File: config.mk
export PLATFORM = sky130hd
export DESIGN_NAME = data_mem_ctrl
export DESIGN_NICKNAME = d
export VERILOG_FILES = /design/src/rtl/data_mem_pkg.sv /design/src/rtl/rr_arbiter2.sv /design/src/rtl/data_mem_ctrl.sv
export SDC_FILE = /design/constraint.sdc
export NUM_CORES = 1
export LEC_CHECK = 0
export ABC_CLOCK_PERIOD_IN_PS = 7800
export CORE_AREA = 2 2 118 120
export DETAILED_ROUTE_END_ITERATION = 10
export DIE_AREA = 0 0 120 122
export PLACE_DENSITY = 0.81
export SYNTH_ARGS = -nofsm -noshare
export SYNTH_HDL_FRONTEND = slang
export SYNTH_SLANG_ARGS = --single-unit
File: constraint.sdc
create_clock -name clk -period 7.8 [get_ports clk]
set_input_delay 1.95 -clock clk [delete_from_list [all_inputs] [get_ports clk]]
set_output_delay 1.95 -clock clk [all_outputs]
set_load 0.01 [all_outputs]
File: src/rtl/data_mem_pkg.sv
// Shared types and constants for the data memory controller.
package data_mem_pkg;

  typedef enum logic {
    IDLE = 1'b0,
    FILL = 1'b1
  } state_t;

  localparam logic PORT_A = 1'b0;
  localparam logic PORT_B = 1'b1;

  localparam int unsigned WORD_BYTES = 4;

endpackage

File: src/rtl/rr_arbiter2.sv
// Two-way round-robin arbiter: the port that did not win last time wins a tie.
module rr_arbiter2
  import data_mem_pkg::*;
(
  input  logic       clk,
  input  logic       rst,
  input  logic       en,
  input  logic [1:0] req,
  output logic [1:0] gnt
);

  logic last_gnt;

  // One-hot grant; a tie goes to the port not recorded in last_gnt.
  always_comb begin
    gnt = '0;
    if (en) begin
      if (req[PORT_A] && req[PORT_B]) begin
        if (last_gnt == PORT_B) gnt[PORT_A] = 1'b1;
        else                    gnt[PORT_B] = 1'b1;
      end else begin
        gnt = req;
      end
    end
  end

  // Remember the winner only when a grant is actually issued.
  always_ff @(posedge clk) begin
    if (rst) begin
      last_gnt <= PORT_B;
    end else if (gnt[PORT_A]) begin
      last_gnt <= PORT_A;
    end else if (gnt[PORT_B]) begin
      last_gnt <= PORT_B;
    end
  end

endmodule

File: src/rtl/data_mem_ctrl.sv
// Data memory controller: arbitrates two word ports and runs the power-on fill.
module data_mem_ctrl
  import data_mem_pkg::*;
#(
  parameter int unsigned MEM_BYTES  = 44,
  parameter logic [31:0] FILL_VALUE = 32'd1
) (
  input  logic        clk,
  input  logic        rst,
  input  logic        Start,
  output logic        Busy,
  input  logic        AReq,
  input  logic        AWe,
  input  logic [31:0] AAddr,
  input  logic [31:0] AWData,
  output logic        AGnt,
  output logic [31:0] ARData,
  output logic        AValid,
  output logic        AErr,
  input  logic        BReq,
  input  logic        BWe,
  input  logic [31:0] BAddr,
  input  logic [31:0] BWData,
  output logic        BGnt,
  output logic [31:0] BRData,
  output logic        BValid,
  output logic        BErr,
  output logic [31:0] MemAddress,
  output logic [31:0] MemWriteData,
  output logic        MemWrite,
  output logic        MemRead,
  input  logic [31:0] MemReadData
);

  localparam logic [31:0] LAST_ADDR = 32'(MEM_BYTES - WORD_BYTES);

  state_t      state, state_next;
  logic [31:0] fill_ptr, fill_ptr_next;
  logic [1:0]  gnt;
  logic        sel_we;
  logic [31:0] sel_addr;
  logic [31:0] sel_wdata;
  logic        legal;

  rr_arbiter2 u_arb (
    .clk (clk),
    .rst (rst),
    .en  (state == IDLE),
    .req ({BReq, AReq}),
    .gnt (gnt)
  );

  assign AGnt = gnt[PORT_A];
  assign BGnt = gnt[PORT_B];

  // Select the granted port's access and check its legality.
  always_comb begin
    sel_we    = gnt[PORT_B] ? BWe    : AWe;
    sel_addr  = gnt[PORT_B] ? BAddr  : AAddr;
    sel_wdata = gnt[PORT_B] ? BWData : AWData;
    legal     = (sel_addr[1:0] == 2'b00) && (sel_addr <= LAST_ADDR);
  end

  // Next-state logic and memory-side outputs for fill and granted accesses.
  always_comb begin
    state_next    = state;
    fill_ptr_next = fill_ptr;
    MemAddress    = '0;
    MemWriteData  = '0;
    MemWrite      = 1'b0;
    MemRead       = 1'b0;
    case (state)
      IDLE: begin
        if (Start) begin
          state_next    = FILL;
          fill_ptr_next = '0;
        end
        // A grant issued alongside Start still completes this cycle.
        if (|gnt) begin
          MemAddress   = sel_addr;
          MemWriteData = sel_wdata;
          MemWrite     = legal & sel_we;
          MemRead      = legal & ~sel_we;
        end
      end
      FILL: begin
        MemWrite      = 1'b1;
        MemAddress    = fill_ptr;
        MemWriteData  = FILL_VALUE;
        fill_ptr_next = fill_ptr + 32'(WORD_BYTES);
        if (fill_ptr == LAST_ADDR) state_next = IDLE;
      end
      default: state_next = IDLE;
    endcase
  end

  // State, fill pointer and Busy flag.
  always_ff @(posedge clk) begin
    if (rst) begin
      state    <= IDLE;
      fill_ptr <= '0;
      Busy     <= 1'b0;
    end else begin
      state    <= state_next;
      fill_ptr <= fill_ptr_next;
      Busy     <= (state_next == FILL);
    end
  end

  // Per-port read data, valid and error pulses, one cycle after the grant.
  always_ff @(posedge clk) begin
    if (rst) begin
      ARData <= '0;
      AValid <= 1'b0;
      AErr   <= 1'b0;
      BRData <= '0;
      BValid <= 1'b0;
      BErr   <= 1'b0;
    end else begin
      AValid <= gnt[PORT_A] & ~AWe;
      AErr   <= gnt[PORT_A] & ~legal;
      BValid <= gnt[PORT_B] & ~BWe;
      BErr   <= gnt[PORT_B] & ~legal;
      if (gnt[PORT_A] && !AWe) ARData <= legal ? MemReadData : '0;
      if (gnt[PORT_B] && !BWe) BRData <= legal ? MemReadData : '0;
    end
  end

endmodule

* Yosys cells after proc, flatten, opt, wreduce, memory -nomap -nowiden
Index checks and enable logic that the tools add are counted.
** Cells by class
- Add/subtract/negate cells :: 1
- Eq/ne operators :: 2
- Reduce and logical (&&, ||, !) cells :: 9
- Bitwise operators :: 11
- $lt $le $gt $ge :: 1
- Muxes and demuxes :: 23
** Operators with widths (number)
- 32-bit two-way mux :: 6
- 32-bit one-hot mux with 2 select lines :: 3
- 32-bit by 3-bit adder with 32-bit output, second input constant :: 1
- 32-bit by 6-bit equality test with 1-bit output, second input constant :: 1
- 32-bit by 6-bit less-or-equal comparator with 1-bit output, second input constant :: 1
- 1-bit two-way mux :: 10
- 1-bit bitwise AND :: 6
- 1-bit NOT :: 5
- 1-bit logical AND :: 4
- 2-bit two-way mux :: 2
- 1-bit one-hot mux with 2 select lines :: 2
- 1-bit zero test :: 2
- 2-bit zero test :: 1
- 2-bit != test, second input constant :: 1
- 2-bit nonzero test :: 1
- 2-bit OR reduction :: 1
** Storage, ports and cells
- Bits in registers :: 102
- Output and inout bits :: 137
- Bits of input ports :: 167
- Logic and storage cells :: 56

* Depth between registers and ports, before layout
Gate-level depths: netlist of the first run.
- Word-level depth :: 9
- Depth in mapped cells :: 7
- Mapped depth without buffers :: 6

* Modules after synthesis
Synthesis of the first run repeated with hierarchy kept, for this count alone.
** Unflattened totals
- Cells, all modules :: 825
- Area, all modules :: 6088.3 µm²
** Modules (own cells, without submodules)
- data_mem_ctrl :: area each 6029.5 µm², cells each 817, seq. area each 1981.9 µm², times used 1
- rr_arbiter2 :: area each 58.8 µm², cells each 8, seq. area each 20.0 µm², times used 1

* Least setup slack after synthesis of the first run
OpenSTA, ideal clock, no wires.
- Path type :: input -> output
- From :: input port BAddr[21]
- To :: output port MemRead
- Data required time :: 5.850 ns
- Stages :: 5
- Path buffers :: 0
- Slack :: 2.371 ns
- Arrival time :: 3.479 ns
- Cells stage by stage :: or4_4 -> a2111oi_4 -> nand4_4 -> a21oi_1 -> and3b_1
** On the way
- Longest elaborated chain between the ends :: 6
** Ends and longest elaborated chain
- from (decl) :: line data_mem_ctrl.sv:22 : input logic [31:0] BAddr,
- 32-bit two-way mux :: line data_mem_ctrl.sv:59 : sel_addr = gnt[PORT_B] ? BAddr : AAddr;
- 32-bit by 6-bit less-or-equal comparator with 1-bit output :: line data_mem_ctrl.sv:61 : legal = (sel_addr[1:0] == 2'b00) && (sel_addr <= LAST_ADDR);
- 1-bit logical AND :: line data_mem_ctrl.sv:61
- 1-bit bitwise AND :: line data_mem_ctrl.sv:83 : MemRead = legal & ~sel_we;
- 1-bit two-way mux :: line data_mem_ctrl.sv:79 : if (|gnt) begin
- 1-bit two-way mux :: line data_mem_ctrl.sv:72 : case (state)
- to (decl) :: line data_mem_ctrl.sv:31 : output logic MemRead,
No other way between the ends.

* Final worst setup path of the first run
- From :: input port BReq
- To :: output port MemRead
** On the way
- Longest elaborated chain between the ends :: 9
- Elaborated cells on any way between the ends :: 13
- Those cells by class :: order compare (1); mux (6); bitwise (2); reduce/logical (4)
** Ends and longest elaborated chain
- from (decl) :: line data_mem_ctrl.sv:20 : input logic BReq,
- 1-bit logical AND :: line rr_arbiter2.sv:18 : if (req[PORT_A] && req[PORT_B]) begin
- 2-bit two-way mux (*) :: line rr_arbiter2.sv:18
- 2-bit two-way mux (*) :: line rr_arbiter2.sv:17 : if (en) begin
- 32-bit two-way mux :: line data_mem_ctrl.sv:59
- 32-bit by 6-bit less-or-equal comparator with 1-bit output / 2-bit zero test (equally long branches) :: line data_mem_ctrl.sv:61
- 1-bit logical AND :: line data_mem_ctrl.sv:61
- 1-bit bitwise AND :: line data_mem_ctrl.sv:83
- 1-bit two-way mux (*) :: line data_mem_ctrl.sv:79
- 1-bit two-way mux (*) :: line data_mem_ctrl.sv:72
Mark *: on every way between the ends. The rest lies on a longest branch, timed or not.

==> results.cfg, run 1 <==
[grt]
grt_pass1_vias = 5344
antenna_found_initial = 2
grt_pass1_wl_um = 29590
met1_usage_pct = 33.76
use_met2_pct = 41.65
grt-busiest-layer = met2
grt_max_degree = 56
grtUsageTotal_pct = 25.82
use_met3_pct = 7.116
gr-total-overflow = 0

[worst_setup_path]
arrival_ns = 4.73
crit_type = in -> out
cp_max_fo = 24
critical_path_required_ns = 5.85
crit_path_start_kind = input pin
endpoint_kind = output pin

[timing]
period_needed_ns = 6.675
timing.fmax_mhz = 149.8
hold_violations = 0
fin_worst_skew_ns = 0.006584
slew_headroom_pct = 39.54
finalCritPeriodShare_pct = 85.58
tightest_slew_ns = 0.8985
slew_viol_final = 0
rsz0062_at_grt = no
tns_ns = 0
setup_viol = 0

[synth]
yosysSeqAreaShare_pct = 39.75
syn_nets = 766
yosys_warnings = 0
synth_edf_count = 0
ys_types = 45
ys_ff_latch = 100
synth_flop_cell = dfxtp_1
async_flop_share_pct = 0
avgSynthCellArea_um2 = 8.436
syn-cell-area_mm2 = 0.005036
syn-instance-count = 597

[finish]
drive_above_1_share_pct = 7.353
areaGrowthSynthToFinish_pct = 68.84
fin_util_pct = 62.97
instances_no_fill = 1066
fill_cells = 1151
layout.nets = 1048

[pwr]
p_switching_mw = 0.3489
seqPwrFrac_pct = 41.2
p_int_mw = 0.8989
power_density_mw_per_mm2 = 146.7
ir_worst_vdd_mv = 0.1205
p_total_mw = 1.248
p_clk_share_pct = 36.7
power.leakage_nw = 3.181
switching_share_pct = 27.96
comb_power_share_pct = 22.1

[status]
status = finished clean

[clock_network]
cts_hold_buffers = 0
clk-insertion-delay-late_ns = 0.35
cts_resized = 0
path_clk_slew_ns = 0.07
h-tree-depth = 3
postCtsSetupBuffers = 0
clockBufferDepth = 2
cts.sinks = 100
cts_tree = done
cts_buffers = 9
cts-root-buf = clkbuf_16

[die]
die_y_um = 122
start_util_pct = 37.29
floorplan.die_area_mm2 = 0.01464
die_w_um = 120
ios = 304
num_rows = 43
design.core.area_mm2 = 0.01350

[run]
maxCapViolCount = 0

[route]
dr.pass1.iters = 5
wl_per_cell_um = 18.07
drc = 0
antenna_left = 0
vias = 5606
vias_per_cell = 5.259
drt_iter0_drc = 547
wirelength_um = 19260

[placement]
io_buffers = 303
dpl.cell_count = 1048
post-dp-hpwl_um = 14820
routabilityCongestion = 0.9172

[min_path]
holdCritPathClass = reg -> reg
state kept, by name, summed over array words and instances, names as in the netlist:
| name | count |
|---|---|
| BErr | 1 |
| fill_ptr | 30 |
| BValid | 1 |
| AErr | 1 |
| state | 1 |
| AValid | 1 |
| BRData | 32 |
| u_arb.last_gnt | 1 |
| ARData | 32 |
per-stage QoR:
step / hold slack, ns / instance area [um^2] / setup WS [ns]
after global placement: 0.4604 / 8179 / 1.178
after floorplan: 0.4695 / 5036 / 2.371
after global routing: 0.4951 / 8501 / 1.005
after detailed placement: 0.4633 / 8179 / 1.122
after CTS: 0.4863 / 8498 / 1.119
final: 0.4836 / 8503 / 1.125
cell usage after synthesis (6+ instances only):
| cell type | number | area [um^2] |
|---|---|---|
| nor2_1 | 36 | 135.1 |
| inv_1 | 9 | 33.78 |
| clkbuf_1 | 32 | 120.1 |
| buf_6 | 6 | 67.56 |
| nor4_1 | 17 | 106.4 |
| mux2_2 | 9 | 101.4 |
| a22o_2 | 18 | 180.2 |
| nand2_1 | 119 | 446.7 |
| o21ai_0 | 35 | 175.2 |
| nand3_1 | 13 | 65.06 |
| a21oi_1 | 41 | 205.2 |
| nand4_1 | 12 | 75.07 |
| a22o_1 | 46 | 402.9 |
| mux2i_1 | 33 | 330.3 |
| nor3_1 | 7 | 35.03 |
| dfxtp_1 | 100 | 2002 |
routing by layer:
| layer | wire length (um) | share of wire (%) |
|---|---|---|
| met1 | 8277 | 43 |
| met2 | 8967 | 47 |
| met3 | 1542 | 8.0 |
| met4 | 472 | 2.5 |
| met5 | 0 | 0 |
worst max-delay path, stage by stage:
cell	delay, ns
clkdlybuf4s50_1	0.49
nand2b_1	0.20
a21o_2	0.15
inv_2	0.24
or3_1	0.58
a21oi_1	0.32
and3b_1	0.21
clkdlybuf4s50_1	0.57
cell families (layout without fill, tap and decap cells):
family | Yosys count | count (layout) | synth area share [%]
xor+xnor | 6 | 6 | 1.043
fa+ha+maj | 2 | 2 | 0.4968
compound gates | 161 | 161 | 23.25
other cells | 0 | 2 | 0
buf+inv | 50 | 337 | 4.646
simple gates | 233 | 233 | 21.56
flops | 100 | 100 | 39.75
mux | 45 | 45 | 9.242
power groups by stage:
stage	Clock, mW	Combinational [mW]	Sequential [mW]
final	0.458	0.276	0.514
after global placement	0	0.274	0.526
after detailed placement	0	0.274	0.526
after global routing	0.488	0.295	0.514
after floorplan	0	0.0933	0.527
after CTS	0.468	0.276	0.514
layout by cell type (no fill, tap or decap), drive strengths merged, types with 3 or more instances in the layout:
master,n
a21o,5
a21oi,41
a22o,64
and3,3
buf,9
clkbuf,9
clkdlybuf4s50,303
clkinv,5
dfxtp,100
inv,11
mux2,12
mux2i,33
nand2,119
nand2b,4
nand3,13
nand4,13
nor2,36
nor3,7
nor3b,3
nor4,18
o211ai,5
o21ai,35
or3,4
or4,4
xor2,5
area by class of cell:
type / count / area (um^2) / share of cell area [%]
repair buffers: 312 / 3100 / 36.46
multi-input cells: 447 / 2818 / 33.14
flip-flops and latches: 100 / 2002 / 23.54
clock buffers: 9 / 225.2 / 2.649
well taps: 180 / 225.2 / 2.649
clock inverters: 7 / 93.84 / 1.104
inverters: 9 / 33.78 / 0.3973
diodes: 2 / 5.005 / 0.05886
worst paths after layout:
| check | startpoint | end | slack [ns] | depth (start not counted) |
|---|---|---|---|---|
| worst min register to register | BRData[29]$_SDFFE_PP0P_ | BRData[29]$_SDFFE_PP0P_ | 0.48 | 1 |
| worst max-delay path | BReq | MemRead | 1.12 | 8 |
| worst min-delay path | BRData[29]$_SDFFE_PP0P_ | BRData[29]$_SDFFE_PP0P_ | 0.48 | 1 |
| worst max register to register | state$_SDFF_PP0_ | BRData[24]$_SDFFE_PP0P_ | 4.96 | 7 |
Note: power is estimated with default switching activity, not from simulation.
==> inputs of run 2 (changes only) <==
ABC_AREA = 1   (was default)
CORE_AREA = default   (was 2 2 118 120)
CORE_UTILIZATION = 43   (was default)
DIE_AREA = default   (was 0 0 120 122)
PLACE_DENSITY = 0.86   (was 0.81)
==> run 2 against run 1 <==
Effect of this change:
- the flow now finishes with violations (design-rule violations)
- worst hold slack lost 0.016 ns
- sequential share of layout area shrank 1.7 points
- flip-flop and latch count is the same
- largest cell class is now multi-input combinational cells
==> results.cfg, run 2 <==
[worst_setup_path]
worst_path_max_delay_cell = clkdlybuf4s50_1
crit_top_cell = nand2_1
crit_path_start_kind = input pin
critical_path_required_ns = 5.85
path_delay_family = buffers and inverters
crit_type = in -> out
r2r-end = ARData[0]$_SDFFE_PP0P_
slowest_delay_ns = 0.56
cp_max_fo = 40
endpoint_kind = output pin
r2r_slack_ns = 4.99
worstRegToRegCells = 11
cp_num_buf_inv = 3
arrival_ns = 4.91
crit_chain = clkdlybuf4s50_1 -> nand2_2 -> nand3_4 -> buf_4 -> nand2_1 -> nand2_1 -> nor2_1 -> nand2_1 -> nor2_4 -> nand3_1 -> o21ai_0 -> clkdlybuf4s50_1
r2r_start = u_arb.last_gnt$_SDFFE_PP1N_
path_depth = 12
critPathLaunch = AReq

[synth]
syn-instance-count = 864
synth_flop_cell = dfxtp_1
avgSynthCellArea_um2 = 6.714
ys_ff_latch = 100
ys_types = 38
synth_commonest_cells = nand2_1 (220), a21oi_1 (111), dfxtp_1 (100)
yosysTopAreaCellShare_pct = 34.51
synth.area.top_cells = dfxtp_1 (35%), nand2_1 (14%), a21oi_1 (9.6%), o21ai_0 (7.4%), nand4_2 (6.5%)
yosysSeqAreaShare_pct = 34.51
async_flop_share_pct = 0
synth.most_common_cell = nand2_1
syn_nets = 1033
syn-cell-area_mm2 = 0.005801
synth_edf_count = 0
yosys_warnings = 0
synth_top_area_cell = dfxtp_1

[min_path]
whs_endpoint = fill_ptr[30]$_SDFFE_PP0P_
hold_path_depth = 2
holdCritPathClass = reg -> reg
worstHoldStart = fill_ptr[30]$_SDFFE_PP0P_

[clock_network]
h-tree-depth = 3
cts_resized = 0
cts_tree = done
cts.sinks = 100
clk-insertion-delay-late_ns = 0.35
path_clk_slew_ns = 0.07
cts-root-buf = clkbuf_16
clockBufferDepth = 2
postCtsSetupBuffers = 0
cts_buffers = 9
cts_hold_buffers = 0

[timing]
finalCritPeriodShare_pct = 87.96
tns_ns = 0
fin_worst_skew_ns = 0.01049
rsz0062_at_grt = no
slew_viol_final = 0
slew_headroom_pct = 51.45
final.setup.worst_slack_ns = 0.9391
hold_violations = 0
timing.fmax_mhz = 145.8
tightest_slew_ns = 0.7227
period_needed_ns = 6.861
setup_viol = 0

[finish]
final_common_cell = clkdlybuf4s50_1
fin_util_pct = 69.42
seqCellArea_mm2 = 0.002002
instances_no_fill = 1313
layout.nets = 1301
largestRegisters = ARData: 32 flops, BRData: 32 flops, fill_ptr: 30 flops
num_antenna_cells = 0
areaGrowthSynthToFinish_pct = 57.85
drive_above_1_share_pct = 6.332
multi_input_area_mm2 = 0.003169
final_cell_area_mm2 = 0.009156
fill_cells = 1090
layout_common_cells = clkdlybuf4s50_1 (303), nand2_1 (220), a21oi_1 (111)

[placement]
io_buffers = 303
post-dp-hpwl_um = 17160
routabilityCongestion = 0.9705
dpl.cell_count = 1297
post-place-ws_ns = 1.034
place_area_mm2 = 0.008864

[pwr]
switching_share_pct = 30.29
seqPwrFrac_pct = 39.5
p_switching_mw = 0.4168
power_density_mw_per_mm2 = 150.3
ir_worst_vdd_mv = 0.1269
p_int_mw = 0.9591
p_clk_share_pct = 32.1
power.leakage_nw = 3.724
comb_power_share_pct = 28.4

[route]
wirelength_um = 23480
vias = 7188
dr.pass1.iters = 8
wl_per_cell_um = 17.89
vias_per_cell = 5.474
antenna_left = 0
drt_iter0_drc = 767
drc = 1

[die]
design.core.area_mm2 = 0.01319
die_y_um = 118.1
floorplan.die_area_mm2 = 0.01396
num_rows = 42
die_w_um = 118.1
ios = 304
start_util_pct = 43.98

[run]
maxCapViolCount = 0

[status]
violations = design-rule violations
status = finished, violations left

[grt]
grtUsageTotal_pct = 32.60
antenna_found_initial = 0
grt_pass1_wl_um = 36090
grt_pass1_vias = 6659
grt_max_degree = 65
gr-total-overflow = 0
## run 2: changes by cell type in the layout (fill, tap and decap cells not counted), sizes merged, moves of 33 or more
| cell | change |
|---|---|
| mux2i | -33 |
| nand2 | +105 |
| a21oi | +70 |
| a22o | -64 |
| o21ai | +57 |
| inv | +87 |
## run 2: final cells by class
cell class / count / share of cell area, %
Clock buffer: 9 / 2.460
Clock inverter: 7 / 0.7379
Inverter: 95 / 3.976
Multi-Input combinational cell: 613 / 34.61
Sequential cell: 100 / 21.86
Tap cell: 176 / 2.405
Timing Repair Buffer: 313 / 33.94
## run 2: kinds of logic after synthesis
kind of cell / share of synthesized area [%]
simple gates: 31.54
compound gates: 22.04
flops: 34.51
buf+inv: 11.32
xor+xnor: 0.1510
fa+ha+maj: 0.4313
## run 2: worst max-delay path by stage
stage	to
6_report	MemWrite
3_3_place_gp	MemWrite
4_1_cts	MemWrite
3_5_place_dp	MemWrite
2_1_floorplan	MemWrite
5_1_grt	MemWrite
## run 2: routing by layer
metal  track usage (%)  up-vias  share of wire, %
li1                  -     3428                 -
met1             40.74     3249                40
met2             53.49      433                47
met3             5.936       78               8.8
met4             16.83        0               4.7
met5                 0        -                 0
## run 2: tightest hold or removal path, cell delays in order (launching register included)
cell	delay [ns]
dfxtp_1	0.31
nand2_1	0.06
a21oi_1	0.05
## run 2: power by group through the flow
stage / registers, mW / clock network (mW) / logic (mW)
after global routing: 0.545 / 0.467 / 0.415
after floorplan: 0.562 / 0 / 0.141
after global placement: 0.553 / 0 / 0.383
final: 0.543 / 0.442 / 0.391
after CTS: 0.543 / 0.447 / 0.387
after detailed placement: 0.554 / 0 / 0.384
## run 2: per-stage QoR
step | total power, mW | hold slack (ns)
4_1_cts | 1.376 | 0.4648
2_1_floorplan | 0.7038 | 0.4391
3_3_place_gp | 0.9360 | 0.4498
3_5_place_dp | 0.9379 | 0.4540
6_report | 1.376 | 0.4679
5_1_grt | 1.428 | 0.4807
==> inputs of run 3 (changes only) <==
ABC_CLOCK_PERIOD_IN_PS = 6600   (was 7800)
CORE_ASPECT_RATIO = 1.25   (was default)
CORE_UTILIZATION = 40   (was 43)
PLACE_DENSITY = 0.81   (was 0.86)
TNS_END_PERCENT = 10   (was default)
clock period = 6.6 ns   (was 7.8 ns; I/O delays follow)
==> run 3 against run 2 <==
Effect of this change:
- the flow now finishes without violations
- first-iteration DRC count decreased by 11%
- flip-flop and latch count unchanged
- cell count unchanged
- via count decreased by 2.3%
- sequential power increased by 18%
- critical path depth decreased by 1
- clock-buffer cell count unchanged
- register-to-register slack got worse by 1.2 ns
- non-clock buffer count unchanged
- worst hold slack got worse by 0.0034 ns
- sequential share of layout area about the same
- utilization decreased by 4.0 points
- critical endpoint is now MemRead
- largest power group unchanged
- highest routed layer unchanged
==> results.cfg, run 3 (same netlist as run 2, synthesis figures left out) <==
[status]
status = finished clean

[die]
floorplan.die_area_mm2 = 0.01499
start_util_pct = 41.45
num_rows = 48
design.core.area_mm2 = 0.01399
die_y_um = 136.6
ios = 304
die_w_um = 109.7

[worst_setup_path]
crit_type = in -> out
cp_max_fo = 43
path_delay_family = simple AND/OR/NAND/NOR gates
r2r_slack_ns = 3.82
endpoint_kind = output pin
critical_path_required_ns = 4.95
crit_path_start_kind = input pin
r2r_start = state$_SDFF_PP0_
critPathLaunch = AReq
worst_path_max_delay_cell = clkdlybuf4s50_1
cp_num_buf_inv = 2
arrival_ns = 4.55
r2r-end = BRData[0]$_SDFFE_PP0P_
crit_chain = clkdlybuf4s50_1 -> nand2_2 -> nand3_4 -> o21ai_0 -> nand2_1 -> nor2_1 -> nand2_2 -> nor2_8 -> nand3_1 -> nor3_1 -> clkdlybuf4s50_1
worstRegToRegCells = 10
slowest_delay_ns = 0.59

[min_path]
hold_path_depth = 2
holdCritPathClass = reg -> reg
whs_endpoint = fill_ptr[30]$_SDFFE_PP0P_
worstHoldStart = fill_ptr[30]$_SDFFE_PP0P_

[finish]
layout_common_cells = clkdlybuf4s50_1 (303), nand2_1 (220), a21oi_1 (111)
final_common_cell = clkdlybuf4s50_1
largestRegisters = ARData: 32 flops, BRData: 32 flops, fill_ptr: 30 flops
areaGrowthSynthToFinish_pct = 57.74
layout.nets = 1301
fill_cells = 1232
drive_above_1_share_pct = 6.332

[timing]
hold_violations = 0
tns_ns = 0
timing.fmax_mhz = 161.4
hold_slack_ns = 0.4645
slew_headroom_pct = 45.68
period_needed_ns = 6.197
setup_viol = 0
slew_viol_final = 0
rsz0062_at_grt = no
finalCritPeriodShare_pct = 93.89
fin_worst_skew_ns = 0.01152
final.setup.worst_slack_ns = 0.4033
tightest_slew_ns = 0.8097

[grt]
grt_max_degree = 65
antenna_found_initial = 1
grt_pass1_vias = 6271
use_met2_pct = 48.08
use_met3_pct = 8.381
grt_pass1_wl_um = 33690
gr-total-overflow = 0
grtUsageTotal_pct = 29.55
met1_usage_pct = 36.13
grt-busiest-layer = met2

[clock_network]
cts_hold_buffers = 0
postCtsSetupBuffers = 0
clk-insertion-delay-late_ns = 0.35
cts_buffers = 9
clockBufferDepth = 2
cts.sinks = 100
cts_resized = 0
path_clk_slew_ns = 0.07
cts_tree = done
cts-root-buf = clkbuf_16
h-tree-depth = 3

[route]
vias = 7026
drt_iter0_drc = 682
drc = 0
antenna_left = 0
wl_per_cell_um = 17.84
wirelength_um = 23420
dr.pass1.iters = 7
vias_per_cell = 5.351

[pwr]
power_density_mw_per_mm2 = 176.2
ir_worst_vdd_mv = 0.1472
power.leakage_nw = 3.709

[placement]
io_buffers = 303
routabilityCongestion = 0.9748
post-dp-hpwl_um = 17480
post-place-ws_ns = 0.4615

[run]
maxCapViolCount = 0
## run 3: cell count changes in the layout (fill, tap and decap cells not counted)
cell	previous run	this run
clkinv_4	1	2
diode_2	0	1
clkinv_2	1	0
inv_6	3	1
clkinv_8	1	0
clkinvlp_4	0	3
## run 3: final cells by class
cell class / instances / area [um^2] / share of cell area [%]
multi-input cells: 613 / 3169 / 34.64
repair buffers: 313 / 3108 / 33.97
flip-flops and latches: 100 / 2002 / 21.88
inverters: 95 / 364.1 / 3.979
clock buffers: 9 / 225.2 / 2.461
well taps: 175 / 219.0 / 2.393
clock inverters: 7 / 60.06 / 0.6564
diodes: 1 / 2.502 / 0.02735
## run 3: worst max path at each step
stage	to	slack, ns	depth (start not counted)
after floorplan	MemWrite	1.89	12
after global placement	MemRead	0.56	11
after detailed placement	MemRead	0.46	11
after CTS	MemRead	0.43	11
after global routing	MemRead	0.19	11
final	MemRead	0.40	11
## run 3: worst register-to-register path: cells and delay by family, from the launching register on
family / cells / cell delay [ns]
simple gates: 6 / 1.11
flops: 1 / 0.36
compound gates: 2 / 0.58
buf+inv: 2 / 0.66
## run 3: layer usage
metal / routed length, um / up-vias
met4: 812 / 0
met1: 9383 / 3180
met2: 10710 / 369
met3: 2513 / 46
met5: 0 / -
li1: - / 3431
## run 3: where the power goes
| group | internal [mW] | switching [mW] | total (mW) |
|---|---|---|---|
| Combinational | 0.239 | 0.220 | 0.460 |
| Clock | 0.261 | 0.250 | 0.511 |
| Sequential | 0.628 | 0.0140 | 0.642 |
## run 3: per-stage QoR
step | cells | utilization (%) | area, um^2 | total power, mW
after floorplan | 864 | - | 5801 | 0.8317
after global placement | 1296 | 63.33 | 8862 | 1.109
after detailed placement | 1296 | 63.33 | 8862 | 1.110
after CTS | 1312 | 65.37 | 9148 | 1.616
after global routing | 1313 | 65.39 | 9150 | 1.674
final | 1313 | 65.39 | 9150 | 1.613
